## config.mk

```make
export PLATFORM = sky130hd
export DESIGN_NAME = alib_conv_point_sequencer
export DESIGN_NICKNAME = d
export VERILOG_FILES = /design/src/rtl/alib_seq_pkg.sv /design/src/rtl/alib_seq_fifo.sv /design/src/rtl/alib_conv_point_sequencer.sv
export SDC_FILE = /design/constraint.sdc
export NUM_CORES = 1
export LEC_CHECK = 0
export BUFFER_PORTS_ARGS = -buffer_cell sky130_fd_sc_hd__buf_2
export CORE_MARGIN = 2
export CORE_UTILIZATION = 55
export DETAILED_ROUTE_END_ITERATION = 7
export PLACE_DENSITY = 0.84
export SETUP_SLACK_MARGIN = 0.05
export SLEW_MARGIN = 20
export SYNTH_ARGS = -nofsm -noshare
export SYNTH_HDL_FRONTEND = slang
export SYNTH_SLANG_ARGS = --single-unit
```

## constraint.sdc

```tcl
create_clock -name i_SYSTEM_clk -period 9.9 [get_ports i_SYSTEM_clk]
set_input_delay 1.485 -clock i_SYSTEM_clk [delete_from_list [all_inputs] [get_ports i_SYSTEM_clk]]
set_output_delay 1.485 -clock i_SYSTEM_clk [all_outputs]
set_load 0.1 [all_outputs]
```

## src/rtl/alib_seq_pkg.sv

```systemverilog
// Shared types and constants for the ALFA point-cloud conversion sequencer.
// Holds the state encoding, the ID/point widths, the status word layout
// and the result FIFO entry format.
package alib_seq_pkg;

    localparam int ID_W = 19;
    localparam int PT_W = 16;

    localparam int STATUS_STATE_LSB = 30;
    localparam int STATUS_COUNT_LSB = 15;

    typedef enum logic [1:0] {
        ST_IDLE  = 2'd0,
        ST_RUN   = 2'd1,
        ST_DRAIN = 2'd2,
        ST_DONE  = 2'd3
    } seq_state_t;

    typedef struct packed {
        logic [ID_W-1:0] id;
        logic [PT_W-1:0] tag;
        logic [PT_W-1:0] x;
        logic [PT_W-1:0] y;
        logic [PT_W-1:0] z;
    } fifo_entry_t;

    // Status word: {state[1:0], 11'b0, fifo_count[3:0], 15'b0}
    function automatic logic [31:0] make_status(input seq_state_t st, input logic [3:0] cnt);
        logic [31:0] s;
        s = '0;
        s[STATUS_STATE_LSB +: 2] = st;
        s[STATUS_COUNT_LSB +: 4] = cnt;
        return s;
    endfunction

endpackage

```

## src/rtl/alib_seq_fifo.sv

```systemverilog
// Synchronous FIFO for converted points. Pointers wrap naturally modulo
// DEPTH (power of two); occupancy is tracked in a separate counter so
// full and empty never need a pointer-extension bit.
module alib_seq_fifo #(
    parameter int DEPTH = 8,
    parameter int WIDTH = 8
) (
    input  logic                   clk_sys,
    input  logic                   rst_n,
    input  logic                   push,
    input  logic [WIDTH-1:0]       wdata,
    input  logic                   pop,
    output logic [WIDTH-1:0]       rdata,
    output logic [$clog2(DEPTH):0] count,
    output logic                   full,
    output logic                   empty
);

    localparam int AW = $clog2(DEPTH);
    localparam logic [AW:0] FULL_CNT = DEPTH[AW:0];

    logic [WIDTH-1:0] mem [DEPTH];
    logic [AW-1:0]    wr_ptr;
    logic [AW-1:0]    rd_ptr;
    logic             do_push;
    logic             do_pop;

    assign full    = (count == FULL_CNT);
    assign empty   = (count == '0);
    assign do_pop  = pop && !empty;
    // A push into a full FIFO is allowed when the head leaves in the same cycle.
    assign do_push = push && (!full || do_pop);
    assign rdata   = mem[rd_ptr];

    // Storage array; written only, never reset.
    always_ff @(posedge clk_sys) begin
        if (do_push) begin
            mem[wr_ptr] <= wdata;
        end
    end

    // Pointer and occupancy bookkeeping.
    always_ff @(posedge clk_sys or negedge rst_n) begin
        if (!rst_n) begin
            wr_ptr <= '0;
            rd_ptr <= '0;
            count  <= '0;
        end else begin
            if (do_push) begin
                wr_ptr <= wr_ptr + 1'b1;
            end
            if (do_pop) begin
                rd_ptr <= rd_ptr + 1'b1;
            end
            case ({do_push, do_pop})
                2'b10:   count <= count + 1'b1;
                2'b01:   count <= count - 1'b1;
                default: count <= count;
            endcase
        end
    end

endmodule

```

## src/rtl/alib_conv_point_sequencer.sv

```systemverilog
// Sequencer driving a fixed-latency spherical-to-Cartesian converter from
// the ALFA extension interface: reads points 0..PCSize-1, launches them into
// the converter, buffers results in a FIFO and writes them back in order.
// Optional build macro ALIB_SEQ_RANGE_FILTER_EN: points with radius below
// MIN_RADIUS are read and counted but neither launched nor written.
//
// state | meaning
// IDLE  | waiting for EXT_enable; size sampled on start
// RUN   | issuing reads while credits remain
// DRAIN | all reads accepted, waiting for the last write
// DONE  | EXT_doneProcessing high until EXT_enable drops
module alib_conv_point_sequencer
    import alib_seq_pkg::*;
#(
    parameter int          CONV_LATENCY = 4,
    parameter int          FIFO_DEPTH   = 8,
    parameter logic [15:0] MIN_RADIUS   = 16'd1
) (
    input  logic            i_SYSTEM_clk,
    input  logic            i_SYSTEM_rst,
    input  logic            EXT_enable,
    input  logic [ID_W-1:0] EXT_PCSize,
    input  logic            EXT_readValid,
    output logic            EXT_readReady,
    output logic [ID_W-1:0] EXT_readID,
    input  logic [PT_W-1:0] EXT_readCustomField,
    input  logic [PT_W-1:0] EXT_pointAngleH,
    input  logic [PT_W-1:0] EXT_pointAngleV,
    input  logic [PT_W-1:0] EXT_pointRadius,
    output logic            EXT_writeValid,
    input  logic            EXT_writeReady,
    output logic [ID_W-1:0] EXT_writeID,
    output logic [PT_W-1:0] EXT_writeCustomField,
    output logic [PT_W-1:0] EXT_pointX,
    output logic [PT_W-1:0] EXT_pointY,
    output logic [PT_W-1:0] EXT_pointZ,
    output logic            EXT_doneProcessing,
    output logic [31:0]     EXT_status,
    output logic [PT_W-1:0] o_conv_angle_h,
    output logic [PT_W-1:0] o_conv_angle_v,
    output logic [PT_W-1:0] o_conv_radius,
    input  logic [PT_W-1:0] i_conv_x,
    input  logic [PT_W-1:0] i_conv_y,
    input  logic [PT_W-1:0] i_conv_z
);

    // One stage beyond the converter latency so the tail lines up with the
    // converter outputs of the same point.
    localparam int STAGES = CONV_LATENCY + 1;
    localparam int CNT_W  = $clog2(FIFO_DEPTH) + 1;

    seq_state_t       state;
    seq_state_t       state_next;
    logic [ID_W-1:0]  size;
    logic [ID_W-1:0]  rd_cnt;
    logic [ID_W-1:0]  rd_cnt_next;
    logic [ID_W-1:0]  wr_cnt;
    logic [ID_W-1:0]  wr_cnt_next;
    logic             start;
    logic             rd_accept;
    logic             credit_ok;
    int               inflight;
    logic             pt_skip;

    logic [STAGES-1:0] sr_valid;
    logic [STAGES-1:0] sr_skip;
    logic [ID_W-1:0]   sr_id  [STAGES];
    logic [PT_W-1:0]   sr_tag [STAGES];
    logic              tail_valid;
    logic              tail_skip;
    logic              bypass;

    fifo_entry_t       fifo_wdata;
    fifo_entry_t       fifo_rdata;
    logic              fifo_push;
    logic              fifo_pop;
    logic [CNT_W-1:0]  fifo_count;
    logic              fifo_full;
    logic              fifo_empty;

`ifdef ALIB_SEQ_RANGE_FILTER_EN
    assign pt_skip = (EXT_pointRadius < MIN_RADIUS);
`else
    logic unused_min_radius;
    assign pt_skip           = 1'b0;
    assign unused_min_radius = ^MIN_RADIUS;
`endif

    // Credits cover both buffered results and points still in the converter,
    // so every in-flight point is guaranteed a FIFO slot on arrival.
    always_comb begin
        inflight  = $countones(sr_valid);
        credit_ok = (int'(fifo_count) + inflight) < FIFO_DEPTH;
    end

    assign EXT_readReady = (state == ST_RUN) && credit_ok;
    assign EXT_readID    = rd_cnt;
    assign rd_accept     = EXT_readReady && EXT_readValid;
    assign start         = (state == ST_IDLE) && EXT_enable && (EXT_PCSize != '0);

    assign tail_valid = sr_valid[STAGES-1];
    assign tail_skip  = sr_skip[STAGES-1];
    assign fifo_push  = tail_valid && !tail_skip;
    assign bypass     = tail_valid && tail_skip;
    assign fifo_pop   = EXT_writeValid && EXT_writeReady;

    assign rd_cnt_next = rd_cnt + ID_W'(rd_accept);
    assign wr_cnt_next = wr_cnt + ID_W'(fifo_pop) + ID_W'(bypass);

    // State register.
    always_ff @(posedge i_SYSTEM_clk or negedge i_SYSTEM_rst) begin
        if (!i_SYSTEM_rst) begin
            state <= ST_IDLE;
        end else begin
            state <= state_next;
        end
    end

    // Next-state logic; enable is ignored once a run has started.
    always_comb begin
        state_next = state;
        case (state)
            ST_IDLE: begin
                if (EXT_enable) begin
                    state_next = (EXT_PCSize == '0) ? ST_DONE : ST_RUN;
                end
            end
            ST_RUN: begin
                if (rd_cnt_next == size) begin
                    state_next = ST_DRAIN;
                end
            end
            ST_DRAIN: begin
                if (wr_cnt_next == size) begin
                    state_next = ST_DONE;
                end
            end
            ST_DONE: begin
                if (!EXT_enable) begin
                    state_next = ST_IDLE;
                end
            end
            default: state_next = ST_IDLE;
        endcase
    end

    // Size latch and read/write point counters.
    always_ff @(posedge i_SYSTEM_clk or negedge i_SYSTEM_rst) begin
        if (!i_SYSTEM_rst) begin
            size   <= '0;
            rd_cnt <= '0;
            wr_cnt <= '0;
        end else if (start) begin
            size   <= EXT_PCSize;
            rd_cnt <= '0;
            wr_cnt <= '0;
        end else begin
            rd_cnt <= rd_cnt_next;
            wr_cnt <= wr_cnt_next;
        end
    end

    // Converter launch registers; filtered points leave them untouched.
    always_ff @(posedge i_SYSTEM_clk or negedge i_SYSTEM_rst) begin
        if (!i_SYSTEM_rst) begin
            o_conv_angle_h <= '0;
            o_conv_angle_v <= '0;
            o_conv_radius  <= '0;
        end else if (rd_accept && !pt_skip) begin
            o_conv_angle_h <= EXT_pointAngleH;
            o_conv_angle_v <= EXT_pointAngleV;
            o_conv_radius  <= EXT_pointRadius;
        end
    end

    // Side-band shift register tracking ID/tag alongside the converter pipe.
    always_ff @(posedge i_SYSTEM_clk or negedge i_SYSTEM_rst) begin
        if (!i_SYSTEM_rst) begin
            sr_valid <= '0;
            sr_skip  <= '0;
            for (int i = 0; i < STAGES; i++) begin
                sr_id[i]  <= '0;
                sr_tag[i] <= '0;
            end
        end else begin
            sr_valid <= {sr_valid[STAGES-2:0], rd_accept};
            sr_skip  <= {sr_skip[STAGES-2:0], rd_accept && pt_skip};
            sr_id[0]  <= rd_cnt;
            sr_tag[0] <= EXT_readCustomField;
            for (int i = 1; i < STAGES; i++) begin
                sr_id[i]  <= sr_id[i-1];
                sr_tag[i] <= sr_tag[i-1];
            end
        end
    end

    // Capture entry formed from the tail tag and the live converter outputs.
    always_comb begin
        fifo_wdata     = '0;
        fifo_wdata.id  = sr_id[STAGES-1];
        fifo_wdata.tag = sr_tag[STAGES-1];
        fifo_wdata.x   = i_conv_x;
        fifo_wdata.y   = i_conv_y;
        fifo_wdata.z   = i_conv_z;
    end

    alib_seq_fifo #(
        .DEPTH (FIFO_DEPTH),
        .WIDTH ($bits(fifo_entry_t))
    ) u_fifo (
        .clk_sys (i_SYSTEM_clk),
        .rst_n   (i_SYSTEM_rst),
        .push    (fifo_push),
        .wdata   (fifo_wdata),
        .pop     (fifo_pop),
        .rdata   (fifo_rdata),
        .count   (fifo_count),
        .full    (fifo_full),
        .empty   (fifo_empty)
    );

    // Write data comes straight from the FIFO head, forced to zero when idle.
    assign EXT_writeValid       = !fifo_empty;
    assign EXT_writeID          = EXT_writeValid ? fifo_rdata.id  : '0;
    assign EXT_writeCustomField = EXT_writeValid ? fifo_rdata.tag : '0;
    assign EXT_pointX           = EXT_writeValid ? fifo_rdata.x   : '0;
    assign EXT_pointY           = EXT_writeValid ? fifo_rdata.y   : '0;
    assign EXT_pointZ           = EXT_writeValid ? fifo_rdata.z   : '0;

    assign EXT_doneProcessing = (state == ST_DONE);
    assign EXT_status         = make_status(state, 4'(fifo_count));

    fifo_no_overflow: assert property (@(posedge i_SYSTEM_clk) disable iff (!i_SYSTEM_rst)
        !(fifo_push && fifo_full));

endmodule

```

==> Yosys cells after proc, flatten, opt, wreduce, memory -nomap -nowiden <==
Memories as Yosys holds them, arrays and structs flattened.
Cells that the tools add are included.
{ "totals": {"register_bits": 297, "latchBits": 0, "ramBits": 664, "mem_bits_ro": 0, "input_bits": 136, "output_inout_bits": 185, "elab_cells": 78, "memories": 1} }
{ "memory_table": {"columns": ["name", "depth", "width", "rd", "rd_ports_with_merged_regs", "write_ports", "line", "rtl"], "rows": [
  ["u_fifo.mem", 8, 83, 1, 0, 1, "alib_seq_fifo.sv:22", "logic [WIDTH-1:0] mem [DEPTH];"]
]} }
{ "op_classes": {"addsub": 11, "mul": 0, "div_mod_pow": 0, "n_lt_le_gt_ge": 1, "n_eq_ne": 12, "shift": 0, "mux": 16, "bitwise_logic": 0, "reduce_logical": 16} }
{ "op_table": {"columns": ["op", "count"], "rows": [
  ["16-bit 2-to-1 mux", 4],
  ["19-bit 2-to-1 mux", 3],
  ["19-bit by 1-bit adder with 19-bit output", 2],
  ["19-bit equality test", 2],
  ["19-bit logical NOT", 1],
  ["19-bit nonzero test", 1],
  ["2-bit 2-to-1 mux", 5],
  ["2-bit one-hot mux with 4 select lines", 1],
  ["4-bit one-hot mux with 2 select lines", 1],
  ["1-bit logical AND", 7],
  ["3-bit by 1-bit adder with 3-bit output (second input constant)", 2],
  ["2-bit equality test (second input constant)", 3],
  ["2-bit != test (second input constant)", 3],
  ["4-bit by 4-bit adder with 5-bit output", 1],
  ["5-bit by 4-bit less-than comparator with 1-bit output (second input constant)", 1],
  ["1-bit by 1-bit adder with 2-bit output", 2],
  ["3-bit by 1-bit adder with 4-bit output", 1],
  ["4-bit by 1-bit adder with 4-bit output (second input constant)", 1],
  ["2-bit by 1-bit equality test with 1-bit output (second input constant)", 2],
  ["4-bit equality test (second input constant)", 1],
  ["4-bit logical NOT", 1],
  ["4-bit AND reduction", 1],
  ["4-bit by 1-bit subtractor with 4-bit output (second input constant)", 1],
  ["2-bit by 2-bit adder with 3-bit output", 1],
  ["other kinds (6)", 8]
]} }

==> Longest topological paths before layout <==
{ "depth": {"ltp_word": 11, "depth_mapped": 23, "ltp_nobuf": 21} }

==> Cells and area by module <==
A second synthesis with hierarchy kept.
{ "unflattened": {"hier_cells": 1924, "area_unflattened_um2": 36353.6} }
{ "by_module_without_submodules": {"columns": ["mod", "instances", "cells_each", "area_per_inst_um2", "seq_area_each_um2"], "rows": [
  ["alib_seq_fifo", 1, 1029, 25568.3, 20189.4],
  ["alib_conv_point_sequencer", 1, 895, 10785.3, 7181.9]
]} }

==> Worst setup path before layout <==
OpenSTA, ideal clock, no wires.
{ "synth_path": {"kind": "input to register", "from": "in EXT_writeReady", "to": "mem u_fifo.mem[0][0] (netlist bit), enable pin", "setup_time_ns": 0.626, "t_arrival_ns": 7.711, "required_ns": 9.274, "setup_slack_ns": 1.563, "stages": 4, "n_path_buf": 0, "path_cell_list": "nand2b_1 o41ai_1 or2_2 nor3_1"} }
{ "synth_via": {"elab_chain_len": 6} }
{ "synth_rtl": {"columns": ["element", "line", "rtl"], "rows": [
  ["from (decl)", "alib_conv_point_sequencer.sv:31", "input logic EXT_writeReady,"],
  ["1-bit logical AND", "alib_conv_point_sequencer.sv:105", "assign fifo_pop = EXT_writeValid && EXT_writeReady;"],
  ["1-bit logical AND", "alib_seq_fifo.sv:30", "assign do_pop = pop && !empty;"],
  ["1-bit logical OR", "alib_seq_fifo.sv:32", "assign do_push = push && (!full || do_pop);"],
  ["1-bit logical AND", "alib_seq_fifo.sv:32", null],
  ["1-bit 2-to-1 mux", "alib_seq_fifo.sv:37", "if (do_push) begin"],
  ["1-bit 2-to-1 mux (not written as such)", "alib_seq_fifo.sv:38", "mem[wr_ptr] <= wdata;"],
  ["to (decl)", "alib_seq_fifo.sv:22", null]
]} }
No other way between the ends.

==> Final worst setup path <==
{ "layout_path": {"from": "reg sr_valid[0]", "to": "reg state[1]"} }
{ "layout_via": {"elab_chain_len": 11} }
{ "layout_rtl": {"columns": ["element", "line", "rtl"], "rows": [
  ["from (decl)", "alib_conv_point_sequencer.sv:65", "logic [STAGES-1:0] sr_valid;"],
  ["from (signal assigned)", "alib_conv_point_sequencer.sv:186", "sr_valid <= {sr_valid[STAGES-2:0], rd_accept};"],
  ["1-bit by 1-bit adder with 2-bit output (not written as such)", "alib_conv_point_sequencer.sv:92", "inflight = $countones(sr_valid);"],
  ["2-bit by 2-bit adder with 3-bit output (not written as such)", "alib_conv_point_sequencer.sv:92", null],
  ["3-bit by 1-bit adder with 4-bit output (not written as such)", "alib_conv_point_sequencer.sv:92", null],
  ["4-bit by 4-bit adder with 5-bit output", "alib_conv_point_sequencer.sv:93", "credit_ok = (int'(fifo_count) + inflight) < FIFO_DEPTH;"],
  ["5-bit by 4-bit less-than comparator with 1-bit output", "alib_conv_point_sequencer.sv:93", null],
  ["1-bit logical AND", "alib_conv_point_sequencer.sv:96", "assign EXT_readReady = (state == ST_RUN) && credit_ok;"],
  ["1-bit logical AND", "alib_conv_point_sequencer.sv:98", "assign rd_accept = EXT_readReady && EXT_readValid;"],
  ["19-bit by 1-bit adder with 19-bit output", "alib_conv_point_sequencer.sv:107", "assign rd_cnt_next = rd_cnt + ID_W'(rd_accept);"],
  ["19-bit equality test", "alib_conv_point_sequencer.sv:129", "if (rd_cnt_next == size) begin"],
  ["2-bit by 1-bit != test with 1-bit output (no source line)", null, null],
  ["4-bit AND reduction (no source line)", null, null],
  ["to (signal assigned)", "alib_conv_point_sequencer.sv:115", "state <= state_next;"],
  ["to (decl)", "alib_conv_point_sequencer.sv:52", "seq_state_t state;"]
]} }
No other way between the ends.
A chain may end at the register's enable or synchronous reset.

==> metrics.txt <==
# TYPE chip_impl_metric gauge
chip_impl_metric{name="input_output_buffers",unit=""} 294
chip_impl_info{name="path_class",value="flop to flop"} 1
chip_impl_metric{name="place.detailed.hpwl",unit="µm"} 43260
chip_impl_info{name="reg2reg_to",value="state[1]$_DFFE_PN0P_"} 1
chip_impl_metric{name="register_to_register_setup_slack",unit="ns"} 3.73
chip_impl_metric{name="core_region_area",unit="mm²"} 0.06458
chip_impl_metric{name="floorplan.die_area",unit="mm²"} 0.06746
chip_impl_metric{name="grt_overflow",unit=""} 0
chip_impl_metric{name="clkLatencyLatePin",unit="ns"} 0.64
chip_impl_info{name="critPathLaunchType",value="flop"} 1
chip_impl_metric{name="synthesis.area",unit="mm²"} 0.03597
chip_impl_metric{name="min_path_cells",unit=""} 0
chip_impl_metric{name="cts_hold_buffers",unit=""} 0
chip_impl_metric{name="detailedPlace.worstSlack",unit="ns"} 3.737
chip_impl_metric{name="count_of_flip_flops_with_a_built_in_enable_after_synthesis",unit=""} 664
chip_impl_metric{name="placement_rows",unit=""} 93
chip_impl_metric{name="top_level_ports",unit=""} 321
chip_impl_metric{name="gp_congestion",unit=""} 0.8898
chip_impl_metric{name="tritoncts.num_buffers",unit=""} 90
chip_impl_metric{name="totalWireLength",unit="µm"} 78620
chip_impl_metric{name="clockBufferDepth",unit=""} 3
chip_impl_metric{name="postCtsSetupRepairBufs",unit=""} 0
chip_impl_metric{name="ctsResizeCount",unit=""} 0
chip_impl_info{name="clockRootBuffer",value="clkbuf_16"} 1
chip_impl_metric{name="grt_first_pass_wirelength",unit="µm"} 119000
chip_impl_metric{name="synth_cell_type_count",unit=""} 65
chip_impl_info{name="ys_top_cells_by_area",value="edfxtp_1 (55%), dfrtp_1 (21%), mux4_2 (10%)"} 1
chip_impl_metric{name="drv_slew",unit=""} 0
chip_impl_metric{name="post-route-worst-setup-slack",unit="ns"} 3.731
chip_impl_metric{name="grt_start_max_net_pins",unit=""} 188
chip_impl_metric{name="layout.nets",unit=""} 2413
chip_impl_info{name="cts_tree",value="done"} 1
chip_impl_metric{name="fmax",unit="MHz"} 162.1
chip_impl_metric{name="finalClockSkew",unit="ns"} 0.02604
chip_impl_metric{name="timing.critical_path.slowest_cell_delay",unit="ns"} 0.55
chip_impl_info{name="synth_common_cells",value="edfxtp_1 (664), dfrtp_1 (297), nand2_1 (176), mux4_2 (166), nor2_1 (143)"} 1
chip_impl_metric{name="drt_first_iter_violations",unit=""} 1774
chip_impl_metric{name="numClockSinks",unit=""} 961
chip_impl_metric{name="final-hold-violation-count",unit=""} 0
chip_impl_metric{name="drcViolationCount",unit=""} 0
chip_impl_info{name="cpMaxStageDelayCell",value="fa_1"} 1
chip_impl_metric{name="grt_pass1_vias",unit=""} 19590
chip_impl_metric{name="worstPathBufferInverterCount",unit=""} 5
chip_impl_info{name="crit_chain",value="fa_1 -> inv_1 -> fa_1 -> inv_1 -> ha_1 -> and3b_1 -> o21ai_0 -> and3_1 -> nand2_1 -> buf_4 -> inv_1 -> buf_4 -> ha_1 -> ha_1 -> xor2_1 -> a221o_1 -> a2111oi_0 -> o311ai_0 -> a211oi_1 -> nand4_2 -> o31ai_4 -> o21a_4 -> mux2i_1"} 1
chip_impl_info{name="timing.rr.start",value="sr_valid[0]$_DFF_PN0_"} 1
chip_impl_metric{name="seq_area_frac_synth",unit="%"} 76.09
chip_impl_metric{name="clk_pin_slew_worst_paths",unit="ns"} 0.06
chip_impl_metric{name="routed_via_density",unit=""} 5.842
chip_impl_metric{name="fp.dieW",unit="µm"} 259.7
chip_impl_metric{name="route.detailed.wl_per_inst",unit="µm"} 24.64
chip_impl_metric{name="final-setup-viol-count",unit=""} 0
chip_impl_metric{name="fin_util",unit="%"} 64.24
chip_impl_info{name="holdCritStartpoint",value="sr_id[82]$_DFF_PN0_"} 1
chip_impl_metric{name="async_sr_flop_fraction",unit="%"} 30.91
chip_impl_info{name="timing.critical_path.max_delay_family",value="compound AO/OA/AOI/OAI gates"} 1
chip_impl_metric{name="synth.top_cell.area_share",unit="%"} 55.43
chip_impl_metric{name="path_max_fanout",unit=""} 49
chip_impl_metric{name="worst-endpoint-required",unit="ns"} 10.46
chip_impl_metric{name="detail-route-antenna-nets",unit=""} 0
chip_impl_metric{name="tightestPinTransition",unit="ns"} 1.136
chip_impl_metric{name="max_slew_margin",unit="%"} 24.26
chip_impl_metric{name="routed-via-count",unit=""} 18640
chip_impl_metric{name="reg2regPathDepth",unit=""} 23
chip_impl_metric{name="postSynthCellCount",unit=""} 1939
chip_impl_info{name="end_kind",value="flop"} 1
chip_impl_metric{name="layout-drive-gt1-share",unit="%"} 28.85
chip_impl_info{name="synth_top_cell_by_area",value="edfxtp_1"} 1
chip_impl_info{name="min_to",value="sr_id[63]$_DFF_PN0_"} 1
chip_impl_info{name="ys.flop_type",value="edfxtp_1"} 1
chip_impl_info{name="unrepaired_setup_endpoints_after_global_routing",value="false"} 1
chip_impl_metric{name="floorplan.initialDensity",unit="%"} 55.70
chip_impl_metric{name="clock_tree.htree_level_count",unit=""} 3
chip_impl_metric{name="timing.final.crit_period",unit="ns"} 6.169
chip_impl_metric{name="yosysWarningCount",unit=""} 0
chip_impl_metric{name="grtUsageTotal",unit="%"} 23.67
chip_impl_info{name="run_status",value="complete, no violations"} 1
chip_impl_metric{name="syn-mean-instance-area",unit="µm²"} 18.55
chip_impl_metric{name="totalNegativeSetupSlack",unit="ns"} 0
chip_impl_info{name="hold_class",value="flop to flop"} 1
chip_impl_info{name="synth.most_common_cell",value="edfxtp_1"} 1
chip_impl_metric{name="drt_first_pass_iters",unit=""} 5
chip_impl_metric{name="cp.arrival",unit="ns"} 6.73
chip_impl_metric{name="fin_crit_sh",unit="%"} 62.31
chip_impl_metric{name="yosys_register_bits",unit=""} 961
chip_impl_metric{name="max-cap-violations",unit=""} 0
chip_impl_metric{name="areaGrowthSynthToFinish",unit="%"} 15.33
chip_impl_metric{name="antenna_violations_before_repair",unit=""} 6
chip_impl_metric{name="floorplan.die.height",unit="µm"} 259.7
## final cells by class
| class | instances | area, µm² |
|---|---|---|
| inverters | 19 | 71.32 |
| multi-input cells | 868 | 8157 |
| fillers | 4274 | 23100 |
| flip-flops and latches | 961 | 27380 |
| diodes | 3 | 7.507 |
| clock inverters | 45 | 478.0 |
| repair buffers | 319 | 1714 |
| well taps | 855 | 1070 |
| clock buffers | 121 | 2605 |
## worst max path at each step
stage,start,endpoint,slack [ns],depth (start not counted)
floorplan,EXT_writeReady,u_fifo.mem[0][0]$_DFFE_PP_,1.56,4
global placement,sr_valid[0]$_DFF_PN0_,state[1]$_DFFE_PN0P_,3.82,23
detailed placement,sr_valid[0]$_DFF_PN0_,state[1]$_DFFE_PN0P_,3.74,23
CTS,sr_valid[0]$_DFF_PN0_,state[1]$_DFFE_PN0P_,3.70,23
global route,sr_valid[0]$_DFF_PN0_,state[1]$_DFFE_PN0P_,3.16,23
finish,sr_valid[0]$_DFF_PN0_,state[1]$_DFFE_PN0P_,3.73,23
## cell families (layout without fill, tap and decap cells)
logic type,after synthesis,after routing,share of synthesized area [%]
AND/OR/NAND/NOR,424,424,5.245
buffers and inverters,135,504,1.708
flip-flops,961,961,76.09
adder cells (fa/ha/maj),18,18,0.6887
AO/OA/AOI/OAI,61,61,1.214
multiplexers,273,273,13.44
other,1,29,0.01042
XOR/XNOR,66,66,1.607
## placed cells by master (no fill, tap or decap), types with 4 or more instances in the layout
cell type    n
edfxtp_1   664
dfrtp_1    294
buf_2      293
nand2_1    176
mux4_2     166
nor2_1     136
clkbuf_16   95
mux2i_1     88
xnor2_1     39
xor2_1      27
conb_1      26
buf_4       22
inv_1       19
mux2_2      18
clkinv_2    17
o21ai_0     15
ha_1        15
nand3_1     13
nor3_1      13
clkbuf_8    13
clkbuf_1    13
a21oi_1     12
nor4_1      11
nand4_1     11
nor2b_1     10
clkinv_1    10
and3_1       8
bufinv_16    8
nor2_4       7
and4_1       5
a31oi_1      5
nor3b_1      5
nand2b_1     4
nand3b_1     4
inv_6        4
## sequential cells by signal, summed over array words and instances (netlist names), 4 cells and up
register	flops
EXT_readID	19
fifo_wdata	35
o_conv_angle_h	16
o_conv_angle_v	16
o_conv_radius	16
size	19
sr_id	76
sr_tag	64
sr_valid	5
u_fifo.count	4
u_fifo.mem	664
wr_cnt	19
## worst reg2reg max path, delay by kind of cell, from the launching register on
kind / cells / cell delay, ns
flops: 1 / 0.40
simple gates: 4 / 0.57
compound gates: 7 / 1.81
fa+ha+maj: 5 / 1.70
xor+xnor: 1 / 0.16
mux: 1 / 0.17
buf+inv: 5 / 1.31
## metrics by stage
step / instances / hold WS, ns / cell area [µm²]
3_3_place_gp: 3021 / 0.3313 / 38360
6_report: 3191 / 0.3454 / 41480
2_1_floorplan: 1964 / 0.3312 / 36070
4_1_cts: 3187 / 0.3471 / 41440
5_1_grt: 3191 / 0.3497 / 41480
3_5_place_dp: 3021 / 0.3347 / 38360
## metal layers
layer	vias to the layer above	track usage, %	part of all wire (%)
met5	-	0	0.053
met4	6	6.913	2.0
met3	124	4.483	7.3
met2	822	40.56	53
met1	9722	31.15	38
li1	7967	-	-
Power is not shown: default switching activity piles up to over one toggle a cycle in this logic, so the estimate is an artifact.
